$ cat config.mk
export PLATFORM = sky130hd
export DESIGN_NAME = rgb2raw_bayer
export DESIGN_NICKNAME = d
export VERILOG_FILES = /design/src/rtl/bayer_pkg.sv /design/src/rtl/bayer_timing_gen.sv /design/src/rtl/rgb2raw_bayer.sv
export SDC_FILE = /design/constraint.sdc
export NUM_CORES = 1
export LEC_CHECK = 0
export ABC_AREA = 1
export CAP_MARGIN = 20
export CORE_ASPECT_RATIO = 0.9
export CORE_UTILIZATION = 35
export CTS_CLUSTER_SIZE = 14
export DETAILED_ROUTE_END_ITERATION = 7
export PLACE_DENSITY = 0.67
export SYNTH_ARGS = -nofsm -noshare
export SYNTH_HDL_FRONTEND = slang
export SYNTH_SLANG_ARGS = --single-unit
$ cat constraint.sdc
create_clock -name CCD_PIXCLK -period 1.7 [get_ports CCD_PIXCLK]
set_clock_uncertainty 0.05 [all_clocks]
set_input_delay 0.34 -clock CCD_PIXCLK [delete_from_list [all_inputs] [get_ports CCD_PIXCLK]]
set_output_delay 0.34 -clock CCD_PIXCLK [all_outputs]
set_load 0.02 [all_outputs]
$ cat src/rtl/bayer_pkg.sv
// Shared definitions for the RGB-to-Bayer raw converter: FSM state
// encoding, GRBG colour phases and the 8-to-10-bit sample expansion.
package bayer_pkg;

    localparam int PIX_W   = 8;
    localparam int RAW_W   = 10;
    localparam int CNT_W   = 11;
    localparam int BLANK_W = 16;

    typedef enum logic [2:0] {
        IDLE    = 3'd0,
        V_FRONT = 3'd1,
        ACTIVE  = 3'd2,
        H_GAP   = 3'd3,
        V_TAIL  = 3'd4
    } bayerState_t;

    // Phase index is {row[0], col[0]}; GRBG puts green on the diagonal.
    typedef enum logic [1:0] {
        PH_GR_G = 2'b00,
        PH_GR_R = 2'b01,
        PH_BG_B = 2'b10,
        PH_BG_G = 2'b11
    } bayerPhase_t;

    // Replicate the top bits so full scale maps to full scale (0xFF -> 0x3FF).
    function automatic logic [RAW_W-1:0] expand10(input logic [PIX_W-1:0] c);
        return {c, c[PIX_W-1:PIX_W-2]};
    endfunction

endpackage

$ cat src/rtl/bayer_timing_gen.sv
// Frame/line timing for the Bayer converter: sequences the front porch,
// active lines, horizontal gaps and vertical tail, and owns the X/Y counters.
module bayer_timing_gen
    import bayer_pkg::*;
#(
    parameter int H_ACTIVE = 640,
    parameter int V_ACTIVE = 480,
    parameter int H_BLANK  = 16,
    parameter int V_BLANK  = 4
) (
    input  logic             CCD_PIXCLK,
    input  logic             RST,
    input  logic             startReq,
    output logic             lineActive,
    output logic             frameActive,
    output logic [CNT_W-1:0] xCnt,
    output logic [CNT_W-1:0] yCnt
);

    localparam logic [BLANK_W-1:0] GAP_LAST  = BLANK_W'(H_BLANK - 1);
    localparam logic [BLANK_W-1:0] TAIL_LAST = BLANK_W'(V_BLANK * (H_ACTIVE + H_BLANK) - 1);
    localparam logic [CNT_W-1:0]   X_LAST    = CNT_W'(H_ACTIVE - 1);
    localparam logic [CNT_W-1:0]   Y_LAST    = CNT_W'(V_ACTIVE - 1);

    bayerState_t          state;
    logic [BLANK_W-1:0]   blankCnt;

    // Frame FSM; lineActive/frameActive are updated on each transition so they
    // always match the state register without a decode stage.
    always_ff @(posedge CCD_PIXCLK) begin
        if (RST) begin
            state       <= IDLE;
            blankCnt    <= '0;
            xCnt        <= '0;
            yCnt        <= '0;
            lineActive  <= 1'b0;
            frameActive <= 1'b0;
        end else begin
            case (state)
                IDLE: begin
                    // The SOF pixel only opens the frame; it is not consumed.
                    if (startReq) begin
                        state       <= V_FRONT;
                        blankCnt    <= '0;
                        frameActive <= 1'b1;
                    end
                end
                V_FRONT: begin
                    if (blankCnt == GAP_LAST) begin
                        state      <= ACTIVE;
                        xCnt       <= '0;
                        yCnt       <= '0;
                        lineActive <= 1'b1;
                    end else begin
                        blankCnt <= blankCnt + BLANK_W'(1);
                    end
                end
                ACTIVE: begin
                    // Line length is fixed; missing pixels do not stretch it.
                    if (xCnt == X_LAST) begin
                        state      <= H_GAP;
                        blankCnt   <= '0;
                        lineActive <= 1'b0;
                    end else begin
                        xCnt <= xCnt + CNT_W'(1);
                    end
                end
                H_GAP: begin
                    if (blankCnt == GAP_LAST) begin
                        blankCnt <= '0;
                        if (yCnt == Y_LAST) begin
                            state       <= V_TAIL;
                            frameActive <= 1'b0;
                        end else begin
                            state      <= ACTIVE;
                            xCnt       <= '0;
                            yCnt       <= yCnt + CNT_W'(1);
                            lineActive <= 1'b1;
                        end
                    end else begin
                        blankCnt <= blankCnt + BLANK_W'(1);
                    end
                end
                V_TAIL: begin
                    if (blankCnt == TAIL_LAST) begin
                        state    <= IDLE;
                        blankCnt <= '0;
                        xCnt     <= '0;
                        yCnt     <= '0;
                    end else begin
                        blankCnt <= blankCnt + BLANK_W'(1);
                    end
                end
                default: begin
                    state       <= IDLE;
                    lineActive  <= 1'b0;
                    frameActive <= 1'b0;
                end
            endcase
        end
    end

endmodule

$ cat src/rtl/rgb2raw_bayer.sv
// RGB to GRBG Bayer raw converter: picks one colour per pixel position,
// expands it to 10 bits and presents a CCD-style LVAL/FVAL stream.
module rgb2raw_bayer
    import bayer_pkg::*;
#(
    parameter int H_ACTIVE = 640,
    parameter int V_ACTIVE = 480,
    parameter int H_BLANK  = 16,
    parameter int V_BLANK  = 4
) (
    input  logic             CCD_PIXCLK,
    input  logic             RST,
    input  logic [PIX_W-1:0] iRed,
    input  logic [PIX_W-1:0] iGreen,
    input  logic [PIX_W-1:0] iBlue,
    input  logic             iVALID,
    input  logic             iSOF,
    output logic             oREADY,
    output logic [RAW_W-1:0] oCCD_DATA,
    output logic             oCCD_LVAL,
    output logic             oCCD_FVAL,
    output logic [CNT_W-1:0] oX_Cont,
    output logic [CNT_W-1:0] oY_Cont,
    output logic             oUNDERRUN,
    output logic             oFRAME_ERR
);

    logic             lineActive;
    logic             frameActive;
    logic [CNT_W-1:0] xCnt;
    logic [CNT_W-1:0] yCnt;
    logic             accept;
    logic [RAW_W-1:0] pixRaw;

    bayer_timing_gen #(
        .H_ACTIVE (H_ACTIVE),
        .V_ACTIVE (V_ACTIVE),
        .H_BLANK  (H_BLANK),
        .V_BLANK  (V_BLANK)
    ) uTiming (
        .CCD_PIXCLK  (CCD_PIXCLK),
        .RST         (RST),
        .startReq    (iVALID && iSOF),
        .lineActive  (lineActive),
        .frameActive (frameActive),
        .xCnt        (xCnt),
        .yCnt        (yCnt)
    );

    assign oREADY = lineActive;
    assign accept = iVALID && lineActive;

    // GRBG colour pick for the position the timing generator is on now.
    always_comb begin
        pixRaw = '0;
        case (bayerPhase_t'({yCnt[0], xCnt[0]}))
            PH_GR_G, PH_BG_G: pixRaw = expand10(iGreen);
            PH_GR_R:          pixRaw = expand10(iRed);
            PH_BG_B:          pixRaw = expand10(iBlue);
            default:          pixRaw = '0;
        endcase
    end

    // Output stage: everything registered together so data, syncs and
    // coordinates stay aligned one cycle behind the accepting edge.
    always_ff @(posedge CCD_PIXCLK) begin
        if (RST) begin
            oCCD_DATA  <= '0;
            oCCD_LVAL  <= 1'b0;
            oCCD_FVAL  <= 1'b0;
            oX_Cont    <= '0;
            oY_Cont    <= '0;
            oUNDERRUN  <= 1'b0;
            oFRAME_ERR <= 1'b0;
        end else begin
            oCCD_DATA  <= accept ? pixRaw : '0;
            oCCD_LVAL  <= lineActive;
            oCCD_FVAL  <= frameActive;
            oX_Cont    <= xCnt;
            oY_Cont    <= yCnt;
            oUNDERRUN  <= lineActive && !iVALID;
            // A stray SOF is taken as a plain pixel; only flag it.
            oFRAME_ERR <= accept && iSOF && ((xCnt != '0) || (yCnt != '0));
        end
    end

endmodule

==> impl_metrics.ini <==
[synthesis]
mappedNetlistArea_um2 = 3879
ys_seq_elements = 77
synthesis.nets = 619
synth_top_family_by_area = simple AND/OR/NAND/NOR gates
multiplexer_share_of_the_synthesized_area_pct = 0
synth.lib_cells_used.distinct = 31
synth_warnings = 0
synth_simple_gate_area_share_pct = 35.39
post_synth.cell_area_avg_um2 = 6.642
netlist_instances = 584
synth_compound_gate_area_share_pct = 12.26
synth_xor_xnor_area_share_pct = 1.129
synth_adder_area_share_pct = 2.258
synth-seq-area-share_pct = 39.74

[timing]
final.period_utilization_pct = 104.0
worst_slew_pin_slew_ns = 0.4714
layout_min_cycle_time_ns = 1.768
max_clock_freq_mhz = 565.5
setup_viol_count_final = 8
grt_setup_unrepaired = true
worst_slew_margin_rel_pct = 68.28
timing.final.hold_violations = 0
maxSlewViolCount = 0
setup_slack_ns = -0.06825

[power]
total_leakage_power_nw = 2.430
irDropWorstVdd_uv = 600.1
p_per_area_nw_per_um2 = 1069

[clocking]
max-clock-path-buffers = 2
clkSlewWorstSetupHoldPaths_ns = 0.07
cts_tree = built
h-tree-depth = 3
numCtsBuffers = 9
clockRootBuffer = clkbuf_16
clk-insertion-delay-late_ns = 0.34
clock-sinks = 77

[place]
post_dp_cell_area_um2 = 5174
place.port_buffers = 64
dp_hpwl_um = 8180
place_congestion = 0.8699

[critical_path]
most_used_cell_cp = nand2_4
worst_setup_path_start_kind = flop
critical_path.max_stage_delay_ns = 0.32
timing.critical_path.arrival_ns = 1.99
critPathMaxFanout = 5
critical_path_class = reg2reg
worst-endpoint-required_ns = 1.93
sum_of_buffers_and_inverters_on_the_critical_path = 1
timing.critical_path.max_delay_family = simple AND/OR/NAND/NOR gates
critPathCaptureType = flop
critical-path-slowest-cell = dfxtp_1
ordered_cell_list_for_the_critical_path = nor2_1 > nand2_1 > nor2_4 > nand2_4 > nand2_4 > nand2_4 > nor2_4 > buf_6 > nand3_2 > a21oi_2

[cells_and_area]
postLayoutCoreUtil_pct = 54.91
final_layout_size_suffix_gt1_share_pct = 27.42
final_cell_area_um2 = 5936
antennaDiodeCount = 0
area_delta_synth_final_pct = 53.03
final_net_count = 763

[route]
1st_pass_router_iterations = 6
avgRoutedWirePerCell_um = 13.55
finalWirelength_um = 11740
vias = 4303
route.antenna.remaining_nets = 0
drc_errors = 2
drt_iter0_drc = 310
avgViaCountPerCell = 4.969

[run_status]
status = finished, violations left
violations_in_the_final_reports = design-rule violations, negative setup slack

[floorplan]
floorplan.die_area_um2 = 11510
ios = 65
die-width_um = 113.0
die_y_extent_um = 101.9
std_cell_rows = 36
floorplan.initialDensity_pct = 35.88
core_um2 = 10810

[global_routing]
number_of_global_route_vias_before_repair = 3964
number_of_antenna_violations_at_the_first_check_in_global_routing = 0
overflow = 0
grt_start_max_net_pins = 35
grt_usage_pct = 19.35
grt_pass1_wl_um = 17970

[flow_run]
drv_cap = 0

[min_path]
hold_class = in2reg
-- layer usage --
| layer | vias up | wire, um | GRT usage, % | part of all wire, % |
|---|---|---|---|---|
| li1 | 2165 | - | - | - |
| met3 | 9 | 530 | 3.618 | 4.5 |
| met1 | 2007 | 5360 | 24.80 | 46 |
| met5 | - | 0 | 0 | 0 |
| met4 | 0 | 109 | 5.263 | 0.93 |
| met2 | 122 | 5735 | 33.67 | 49 |
-- area by class of cell --
| cell class | instances | area [um2] |
|---|---|---|
| fill | 993 | 4875 |
| multi-input combinational | 423 | 2349 |
| sequential | 77 | 1555 |
| timing repair buffer | 152 | 1331 |
| inverter | 65 | 250.2 |
| clock buffer | 9 | 225.2 |
| tap | 133 | 166.4 |
| clock inverter | 7 | 58.81 |
-- through the flow --
step	instances	hold WS (ns)	setup TNS, ns	total power, mW	setup slack, ns
6_report	866	0.1924	-0.3396	6.343	-0.06825
3_5_place_dp	839	0.4169	-6.685	4.065	-0.3427
3_3_place_gp	839	0.4224	-5.280	4.049	-0.2457
5_1_grt	866	0.2216	-1.396	6.686	-0.1037
4_1_cts	856	0.1891	0	5.980	0.002044
2_1_floorplan	584	0.3601	0	3.206	0.008121
-- logic make-up after synthesis --
| logic type | after synthesis |
|---|---|
| AO/OA/AOI/OAI | 90 |
| adder cells (fa/ha/maj) | 7 |
| AND/OR/NAND/NOR | 319 |
| XOR/XNOR | 5 |
| buffers and inverters | 86 |
| flip-flops | 77 |
-- repair_timing --
item	4_1_cts	5_1_grt
gates cloned	1	1
resized for setup	22	94
hold buffers	0	0
endpoints found under the setup margin	43	42
setup buffers	0	9
pin swaps	3	33
-- state kept, by name (all words and copies together) (netlist names) --
| name | cells |
|---|---|
| oCCD_DATA | 8 |
| oCCD_FVAL | 1 |
| oCCD_LVAL | 1 |
| oFRAME_ERR | 1 |
| oUNDERRUN | 1 |
| oX_Cont | 11 |
| oY_Cont | 11 |
| uTiming.blankCnt | 16 |
| uTiming.frameActive | 1 |
| uTiming.lineActive | 1 |
| uTiming.state | 3 |
| uTiming.xCnt | 11 |
| uTiming.yCnt | 11 |
-- power breakdown --
| part | leakage, nW | internal, mW | total [mW] | switching, mW |
|---|---|---|---|---|
| logic | 1.68 | 1.05 | 2.49 | 1.45 |
| clock network | 0.126 | 1.01 | 1.84 | 0.837 |
| registers | 0.626 | 1.92 | 2.00 | 0.0805 |
| total | 2.43 | 3.98 | 6.34 | 2.37 |
-- cell usage after synthesis (all sizes together) --
cell type  instances  area [um2]
o21ai             31       162.7
o211ai             3       22.52
dfxtp             77        1541
nor2              99       409.1
nand2            145       551.8
clkbuf             8       30.03
xnor2              1       8.760
nand4             13       81.33
xor2               4       35.03
or2                2       12.51
ha                 7       87.58
nor3               9       45.04
o21bai             2       15.01
clkinv             2       7.510
o31ai              2       15.01
nor3b              2       15.01
nand3             47       245.2
nor4               2       12.51
a21oi             52       260.3
inv               63       236.5
buf               13       83.83
-- final timing paths --
check | to | cells after the start | slack [ns] | startpoint
worst max register to register | uTiming.xCnt[0] | 10 | -0.07 | uTiming.blankCnt[12]
worst min-delay path | oCCD_LVAL | 2 | 0.19 | RST
worst min register to register | uTiming.blankCnt[10] | 2 | 0.43 | uTiming.blankCnt[10]
worst max-delay path | uTiming.xCnt[0] | 10 | -0.07 | uTiming.blankCnt[12]
-- worst register-to-register path: cells and delay by family, from the launching register on --
family                 cells  cell delay [ns]
AO/OA/AOI/OAI              1             0.13
AND/OR/NAND/NOR            8             1.03
buffers and inverters      1             0.17
flip-flops                 1             0.32
-- cells in the final DEF (no fill, tap or decap), drive strengths merged, types with 2 or more instances in the layout --
cell / synthesis / final
o21ai: 31 / 31
clkinvlp: 0 / 5
a21oi: 52 / 52
nand4: 13 / 13
o31ai: 2 / 2
xor2: 4 / 4
dlygate4sd2: 0 / 2
nor3: 9 / 9
nor3b: 2 / 2
inv: 63 / 66
ha: 7 / 7
or2: 2 / 2
buf: 13 / 89
nand2: 145 / 146
nor2: 99 / 99
dfxtp: 77 / 77
clkdlybuf4s50: 0 / 60
clkbuf: 8 / 9
nor4: 2 / 2
nand3: 47 / 48
o21bai: 2 / 2
o211ai: 3 / 3
Power figures use the tool's default switching activity.
